**src/rtl/coherence_bus_arbiter.sv**
```systemverilog
// Round-robin arbiter for a shared snoopy MESI bus: broadcasts the winning request,
// gathers snoop acks/hit/flush, sequences the memory fill and signals completion.
module coherence_bus_arbiter #(
    parameter int unsigned NCORES  = 4,
    parameter int unsigned ADDR_W  = 32,
    parameter int unsigned TIMEOUT = 16
) (
    input  logic                         clk_i,
    input  logic                         rst_ni,
    input  logic [NCORES-1:0]            req_i,
    input  logic [2*NCORES-1:0]          req_msg_i,
    input  logic [ADDR_W*NCORES-1:0]     req_addr_i,
    output logic [NCORES-1:0]            gnt_o,
    output logic                         bus_valid_o,
    output logic [1:0]                   bus_msg_o,
    output logic [ADDR_W-1:0]            bus_addr_o,
    output logic [$clog2(NCORES)-1:0]    bus_src_o,
    input  logic [NCORES-1:0]            snoop_ack_i,
    input  logic [NCORES-1:0]            snoop_hit_i,
    input  logic [NCORES-1:0]            flush_i,
    output logic                         mem_req_o,
    input  logic                         mem_ack_i,
    output logic [NCORES-1:0]            done_o,
    output logic                         shared_o,
    output logic                         err_o
);

    localparam int unsigned SRC_W = $clog2(NCORES);
    localparam int unsigned CNT_W = $clog2(TIMEOUT + 1);

    localparam logic [1:0] MSG_NA  = 2'b00;
    localparam logic [1:0] MSG_INV = 2'b01;
    localparam logic [1:0] MSG_RM  = 2'b11;

    typedef enum logic [2:0] {S_IDLE, S_BCAST, S_SNOOP, S_MEM, S_DONE} state_t;

    state_t              r_state;
    state_t              w_state_next;
    logic [SRC_W-1:0]    r_src;
    logic [SRC_W-1:0]    r_ptr;
    logic [1:0]          r_msg;
    logic [ADDR_W-1:0]   r_addr;
    logic [NCORES-1:0]   r_ack_mask;
    logic                r_hit;
    logic                r_flush;
    logic [CNT_W-1:0]    r_cnt;
    logic                r_err;

    logic [1:0]          w_msg_arr  [NCORES];
    logic [ADDR_W-1:0]   w_addr_arr [NCORES];
    logic                w_found;
    logic [SRC_W-1:0]    w_win;
    logic [SRC_W-1:0]    w_idx;
    logic [NCORES-1:0]   w_src_bit;
    logic [NCORES-1:0]   w_new_ack;
    logic                w_all_acked;
    logic                w_timeout;

    for (genvar g = 0; g < NCORES; g++) begin : g_unpack
        assign w_msg_arr[g]  = req_msg_i[2*g +: 2];
        assign w_addr_arr[g] = req_addr_i[ADDR_W*g +: ADDR_W];
    end

    // Search starts one past the last winner, so the last winner has lowest priority.
    always_comb begin
        w_found = 1'b0;
        w_win   = '0;
        w_idx   = '0;
        for (int unsigned i = 1; i <= NCORES; i++) begin
            w_idx = SRC_W'((32'(r_ptr) + i) % NCORES);
            if (!w_found && req_i[w_idx]) begin
                w_found = 1'b1;
                w_win   = w_idx;
            end
        end
    end

    assign w_src_bit   = NCORES'(1) << r_src;
    assign w_new_ack   = snoop_ack_i & ~w_src_bit;
    assign w_all_acked = ((r_ack_mask | w_new_ack) == ~w_src_bit);
    assign w_timeout   = !w_all_acked && (r_cnt == CNT_W'(TIMEOUT - 1));

    always_ff @(posedge clk_i) begin
        if (!rst_ni) begin
            r_state <= S_IDLE;
        end else begin
            r_state <= w_state_next;
        end
    end

    always_comb begin
        w_state_next = r_state;
        case (r_state)
            S_IDLE:  if (w_found) w_state_next = (w_msg_arr[w_win] == MSG_NA) ? S_DONE : S_BCAST;
            S_BCAST: w_state_next = S_SNOOP;
            S_SNOOP: if (w_all_acked || w_timeout) w_state_next = (r_msg == MSG_INV) ? S_DONE : S_MEM;
            S_MEM:   if (mem_ack_i) w_state_next = S_DONE;
            S_DONE:  w_state_next = S_IDLE;
            default: w_state_next = S_IDLE;
        endcase
    end

    always_ff @(posedge clk_i) begin
        if (!rst_ni) begin
            r_src      <= '0;
            r_ptr      <= SRC_W'(NCORES - 1);
            r_msg      <= '0;
            r_addr     <= '0;
            r_ack_mask <= '0;
            r_hit      <= 1'b0;
            r_flush    <= 1'b0;
            r_cnt      <= '0;
            r_err      <= 1'b0;
        end else begin
            case (r_state)
                S_IDLE: begin
                    if (w_found) begin
                        r_src  <= w_win;
                        r_msg  <= w_msg_arr[w_win];
                        r_addr <= w_addr_arr[w_win];
                    end
                end
                S_BCAST: begin
                    r_ack_mask <= '0;
                    r_hit      <= 1'b0;
                    r_flush    <= 1'b0;
                    r_cnt      <= '0;
                end
                S_SNOOP: begin
                    r_ack_mask <= r_ack_mask | w_new_ack;
                    r_hit      <= r_hit   | (|(snoop_hit_i & w_new_ack));
                    r_flush    <= r_flush | (|(flush_i & w_new_ack));
                    r_cnt      <= r_cnt + CNT_W'(1);
                    if (w_timeout) r_err <= 1'b1;
                end
                S_DONE:  r_ptr <= r_src;
                default: ;
            endcase
        end
    end

    always_comb begin
        gnt_o       = '0;
        bus_valid_o = 1'b0;
        bus_msg_o   = '0;
        mem_req_o   = 1'b0;
        done_o      = '0;
        shared_o    = 1'b0;
        case (r_state)
            S_BCAST: begin
                gnt_o       = w_src_bit;
                bus_valid_o = 1'b1;
                bus_msg_o   = r_msg;
            end
            S_MEM: mem_req_o = 1'b1;
            S_DONE: begin
                done_o   = w_src_bit;
                shared_o = (r_hit | r_flush) && (r_msg == MSG_RM);
            end
            default: ;
        endcase
    end

    assign bus_addr_o = r_addr;
    assign bus_src_o  = r_src;
    assign err_o      = r_err;

endmodule

```
**config.mk**
```make
export PLATFORM = sky130hd
export DESIGN_NAME = coherence_bus_arbiter
export DESIGN_NICKNAME = d
export VERILOG_FILES = /design/src/rtl/coherence_bus_arbiter.sv
export SDC_FILE = /design/constraint.sdc
export NUM_CORES = 1
export LEC_CHECK = 0
export ABC_CLOCK_PERIOD_IN_PS = 2400
export CAP_MARGIN = 25
export CORE_MARGIN = 10
export CORE_UTILIZATION = 38
export CTS_CLUSTER_DIAMETER = 50
export DETAILED_ROUTE_END_ITERATION = 10
export PLACE_DENSITY = 0.93
export SLEW_MARGIN = 20
export SYNTH_ARGS = -nofsm -noshare
export SYNTH_HDL_FRONTEND = slang
export SYNTH_SLANG_ARGS = --single-unit
```
**constraint.sdc**
```tcl
create_clock -name clk_i -period 2.4 [get_ports clk_i]
set_input_delay 0.48 -clock clk_i [delete_from_list [all_inputs] [get_ports clk_i]]
set_output_delay 0.48 -clock clk_i [all_outputs]
set_load 0.02 [all_outputs]
```
Word level (Yosys, flattened, before mapping)
Index checks and enable logic that the tools add are counted.
{"block": "classes", "n_addsub": 5, "n_lt_le_gt_ge": 5, "n_eq_ne": 11, "shift": 1, "n_mux": 38, "n_bitwise": 9, "n_reduce_logical": 18}
{"op": "binary-select mux 32 bit (select 2 bit)", "count": 1}
{"op": "two-way mux 32 bit", "count": 2}
{"op": "two-way mux 3 bit", "count": 5}
{"op": "two-way mux 2 bit", "count": 7}
{"op": "AND 4 bit", "count": 3}
{"op": "< comparator 2 x 3 -> 1 bit, second input constant", "count": 4}
{"op": "case mux 3 bit (4 select lines)", "count": 1}
{"op": "two-way mux 1 bit", "count": 11}
{"op": "case mux 5 bit (2 select lines)", "count": 1}
{"op": "binary-select mux 1 bit (select 2 bit)", "count": 4}
{"op": "two-way mux 4 bit", "count": 2}
{"op": "case mux 4 bit (2 select lines)", "count": 1}
{"op": "OR reduction 4 bit", "count": 2}
{"op": "== test 3 x 2 -> 1 bit, second input constant", "count": 2}
{"op": "inequality test 2 bit, second input constant", "count": 3}
{"op": "adder 5 x 1 -> 5 bit, second input constant", "count": 1}
{"op": "== test 5 x 4 -> 1 bit, second input constant", "count": 1}
{"op": "logical AND 1 bit", "count": 5}
{"op": "adder 2 x 1 -> 2 bit, second input constant", "count": 2}
{"op": "adder 2 bit, second input constant", "count": 2}
{"op": "binary-select mux 2 bit (select 2 bit)", "count": 1}
{"op": "== test 4 bit", "count": 1}
{"op": "zero test 1 bit", "count": 4}
{"op": "NOT 4 bit", "count": 1}
{"op": "other kinds (16)", "count": 20}
{"block": "totals", "reg_bits": 53, "inputBits": 155, "out_inout_bits": 48, "wordCells": 97}

Logic depth before layout (Yosys ltp)
{"block": "logic_depth", "depth_word": 21, "mapped_depth": 9, "mapped_depth_nobuf": 9}

Least setup slack after synthesis
OpenSTA, ideal clock, no wires.
{"block": "synth_path", "path_kind": "in2reg", "startpoint": "input req_i[1]", "endpoint": "register r_addr[11], in the netlist bus_addr_o[11]", "setup_ns": 0.074, "t_arrival_ns": 1.845, "required_ns": 2.326, "path_slack_ns": 0.481, "path_stages": 6, "n_path_buf": 1, "path_cell_list": "nor2_1 o22ai_1 nor2_1 buf_2 mux2_2 o21ai_0"}
{"block": "synth_between", "elab_chain_cells": 16, "word_cells_on_any_way": 27, "classes_between": "mux (19); bitwise (1); reduce/logical (7)"}
{"item": "from (decl)", "line": "10", "source": "input logic [NCORES-1:0] req_i,"}
{"item": "binary-select mux 1 bit (select 2 bit)", "line": "71", "source": "if (!w_found && req_i[w_idx]) begin"}
{"item": "two-way mux 1 bit (not written as such)", "line": "71"}
{"item": "two-way mux 1 bit", "line": "71"}
{"item": "zero test 1 bit", "line": "71"}
{"item": "logical AND 1 bit", "line": "71"}
{"item": "two-way mux 1 bit", "line": "71"}
{"item": "zero test 1 bit", "line": "71"}
{"item": "logical AND 1 bit", "line": "71"}
{"item": "two-way mux 1 bit", "line": "71"}
{"item": "zero test 1 bit", "line": "71"}
{"item": "logical AND 1 bit", "line": "71"}
{"item": "two-way mux 2 bit", "line": "71"}
{"item": "NOT 2 -> 3 bit (not written as such)", "line": "120", "source": "r_addr <= w_addr_arr[w_win];"}
{"item": "binary-select mux 32 bit (select 2 bit)", "line": "120"}
{"item": "two-way mux 32 bit (not written as such) (2 in series)", "line": "120"}
{"item": "to (signal assigned)", "line": "120"}
{"item": "to (decl)", "line": "42", "source": "logic [ADDR_W-1:0] r_addr;"}
Parallel ways exist; a longest one is shown, timed or not. The select of a mux whose other input is x is not followed.
A chain may end at the register's enable or synchronous reset.

Worst setup path in the final report
{"block": "layout_path", "startpoint": "register r_state[1]", "endpoint": "output bus_msg_o[0]"}
{"block": "layout_between", "elab_chain_cells": 2}
{"item": "from (decl)", "line": "37", "source": "state_t r_state;"}
{"item": "from (signal assigned)", "line": "87", "source": "r_state <= w_state_next;"}
{"item": "== test 3 x 1 -> 1 bit", "line": "149", "source": "case (r_state)"}
{"item": "two-way mux 2 bit", "line": "149"}
{"item": "to (decl)", "line": "15", "source": "output logic [1:0] bus_msg_o,"}
Every way passes these cells.

==> out/qor.yml <==
drtAntennaViolNets: 0
grt_pass1_vias: 4345
required_ps: 1920
utilization: 0.6653
routabilityCongestion: 0.9246
ys_warn_count: 0
yosysSeqAreaShare: 0.3110
wl_per_cell_um: 18.91
grt.overflow.total: 0
finalCriticalPeriod_ps: 2283
worstSetupEndpointType: "output pin"
path_cells: "nor2b_1, nand2b_1, inv_1, and2_1, dlygate4sd2_1"
grtUsageMet2: 0.3635
cts.clk_slew.worst_paths_ps: 110
die_h_um: 114.8
synth.most_common_cell: "mux2i_1"
drive_above_1_share: 0.1301
via_count: 3841
synthFlopType: "dfxtp_1"
rsz0062_at_grt: "false"
hold_start: "bus_addr_o[19]$_SDFFE_PN0P_"
finClkSkew_ps: 21.56
rows: 34
drtIter0Drc: 168
critPathKind: "reg -> out"
holdWs_ps: 460.5
worst-path-buf-inv: 2
final_cells: 715
async_flop_share: 0
cp.depth: 5
hold_class: "reg -> reg"
ios: 203
synth_seq_cells: 53
crit_path_max_fanout: 9
grt_pass1_wl_um: 21550
initial_core_util: 0.3912
io_buffers: 202
synth_edf_count: 0
fin_tns_setup_ps: 0
routed_wl_um: 13520
ir_worst_vdd_uv: 438.4
nets: 763
antenna_found_initial: 0
crit_start: "r_state[1]$_SDFFE_PN0P_"
drv_cap: 0
grtUsageMet1: 0.1966
numCtsBuffers: 5
busiest_layer: "met2"
max_stage_delay_ps: 520
min_to: "bus_addr_o[19]$_SDFFE_PN0P_"
h-tree-depth: 2
drc: 0
hold_viol: 0
arrival_ps: 1800
worstMarginPinSlew_ps: 450.0
syn_area_um2: 3412
synth_largest_area_cell: "dfxtp_1"
cts_root_buf: "clkbuf_8"
cts.sinks: 53
fin_crit_sh: 0.9513
synthTopCellsByArea: "dfxtp_1 31%, mux2i_1 20%, mux2_2 11%"
placed_cells: 706
cts_tree: "done"
die_w_um: 114.8
antenna_cells: 0
cp-start-kind: "flip-flop"
outcome: "finished, final reports clean"
cts_buffer_depth: 2
max-slew-margin-rel: 0.6922
syn_inst: 398
reg2reg_slack_ps: 400
syn_nets: 555
grt_use_total: 0.1980
power_uw: 4717
slowest_stage: "dfxtp_1"
synth_top_area_share: 0.3110
core_area_um2: 8721
r2r_end: "bus_addr_o[8]$_SDFFE_PN0P_"
synth.avg_cell_area_um2: 8.573
use_met3: 0.09063
drv_slew: 0
grt_max_degree: 28
setup_viol: 0
dp_hpwl_um: 11140
syn_to_final_growth_pct: 70.04
p_leak_uw: 0.002360
dieArea_um2: 13170
ys_top_cells_by_count: "67 x mux2i_1, 53 x dfxtp_1, 44 x nand3_1, 33 x o21ai_0, 32 x mux2_2"
clock_latency_ps: 320
drt_first_pass_iters: 4
synth_cell_type_count: 37
power_density_nw_per_um2: 813.0
reg2reg_from: "r_ptr[1]$_SDFFE_PN1P_"
critical-path-top-delay-family: "flip-flops"
timing.hold.worst_path_depth: 2
worst-r2r-cell-count: 8
fmax_mhz: 438.0
via_per_inst: 5.372
[per-layer routing]
layer / vias up / routed length, um
li1: 1859 / -
met3: 21 / 1410
met5: - / 0
met4: 0 / 294
met2: 167 / 6932
met1: 1794 / 4886
[worst reg2reg max path: cells and delay by family, from the launching register on]
family                 cells  cell delay, ps
flip-flops                 1             490
AO/OA/AOI/OAI              3             430
multiplexers               3             610
buffers and inverters      2             360
[cell families after synthesis]
group / synth area share
DFF: 0.3110
muxes: 0.3022
AOI/OAI and AO/OA: 0.1518
adders and majority gates: 0.007333
and+or+nand+nor: 0.1800
buffers and inverters: 0.04767
[layout by cell type (no fill, tap or decap), types with 7 or more instances in the layout]
master	count
a21oi_1	8
o21ai_0	33
nand3_1	44
mux2i_1	67
buf_4	24
nand2b_1	7
clkdlybuf4s50_1	189
nor2_1	17
mux2_2	32
nand2_1	27
o21ai_1	10
dfxtp_1	50
nor2b_1	13
[registers in the layout, indices dropped and copies added, names as in the netlist]
name        cells
bus_addr_o     32
r_cnt           5
r_ack_mask      4
r_state         3
bus_src_o       2
r_msg           2
r_ptr           2
err_o           1
r_flush         1
r_hit           1
[report_power, final]
part           total, uW  switching, uW  internal, uW
logic               2790           1430          1360
registers           1400            225          1170
clock network        531            320           211
total               4720           1980          2740
[layout make-up]
class                   instances  area, um^2
fillers                       667        2919
repair buffers                230        2285
multi-input cells             312        2208
flip-flops and latches         53        1065
well taps                     108       135.1
clock buffers                   5       68.82
clock inverters                 3       25.02
inverters                       4       15.01
[stage by stage]
| stage | instance area (um^2) | setup slack (ps) |
|---|---|---|
| after floorplan | 3412 | 480.8 |
| after global placement | 5684 | -0.8851 |
| after detailed placement | 5684 | -92.97 |
| after CTS | 5784 | -8.710 |
| after global routing | 5802 | 2.663 |
| final | 5802 | 116.8 |
[repair_timing]
item | 4_1_cts | 5_1_grt
setup endpoints to repair | 12 | 7
setup buffers | 1 | 0
hold buffers | 0 | 0
gates resized for setup | 9 | 8
[worst max path at each step]
stage | to | slack, ps
2_1_floorplan | bus_addr_o[11]$_SDFFE_PN0P_ | 480
6_report | bus_msg_o[0] | 120
5_1_grt | bus_msg_o[1] | 3
4_1_cts | bus_valid_o | -9
3_3_place_gp | bus_addr_o[8]$_SDFFE_PN0P_ | -0.9
3_5_place_dp | r_state[1]$_SDFFE_PN0P_ | -90
Note: power is estimated with default switching activity, not from simulation.
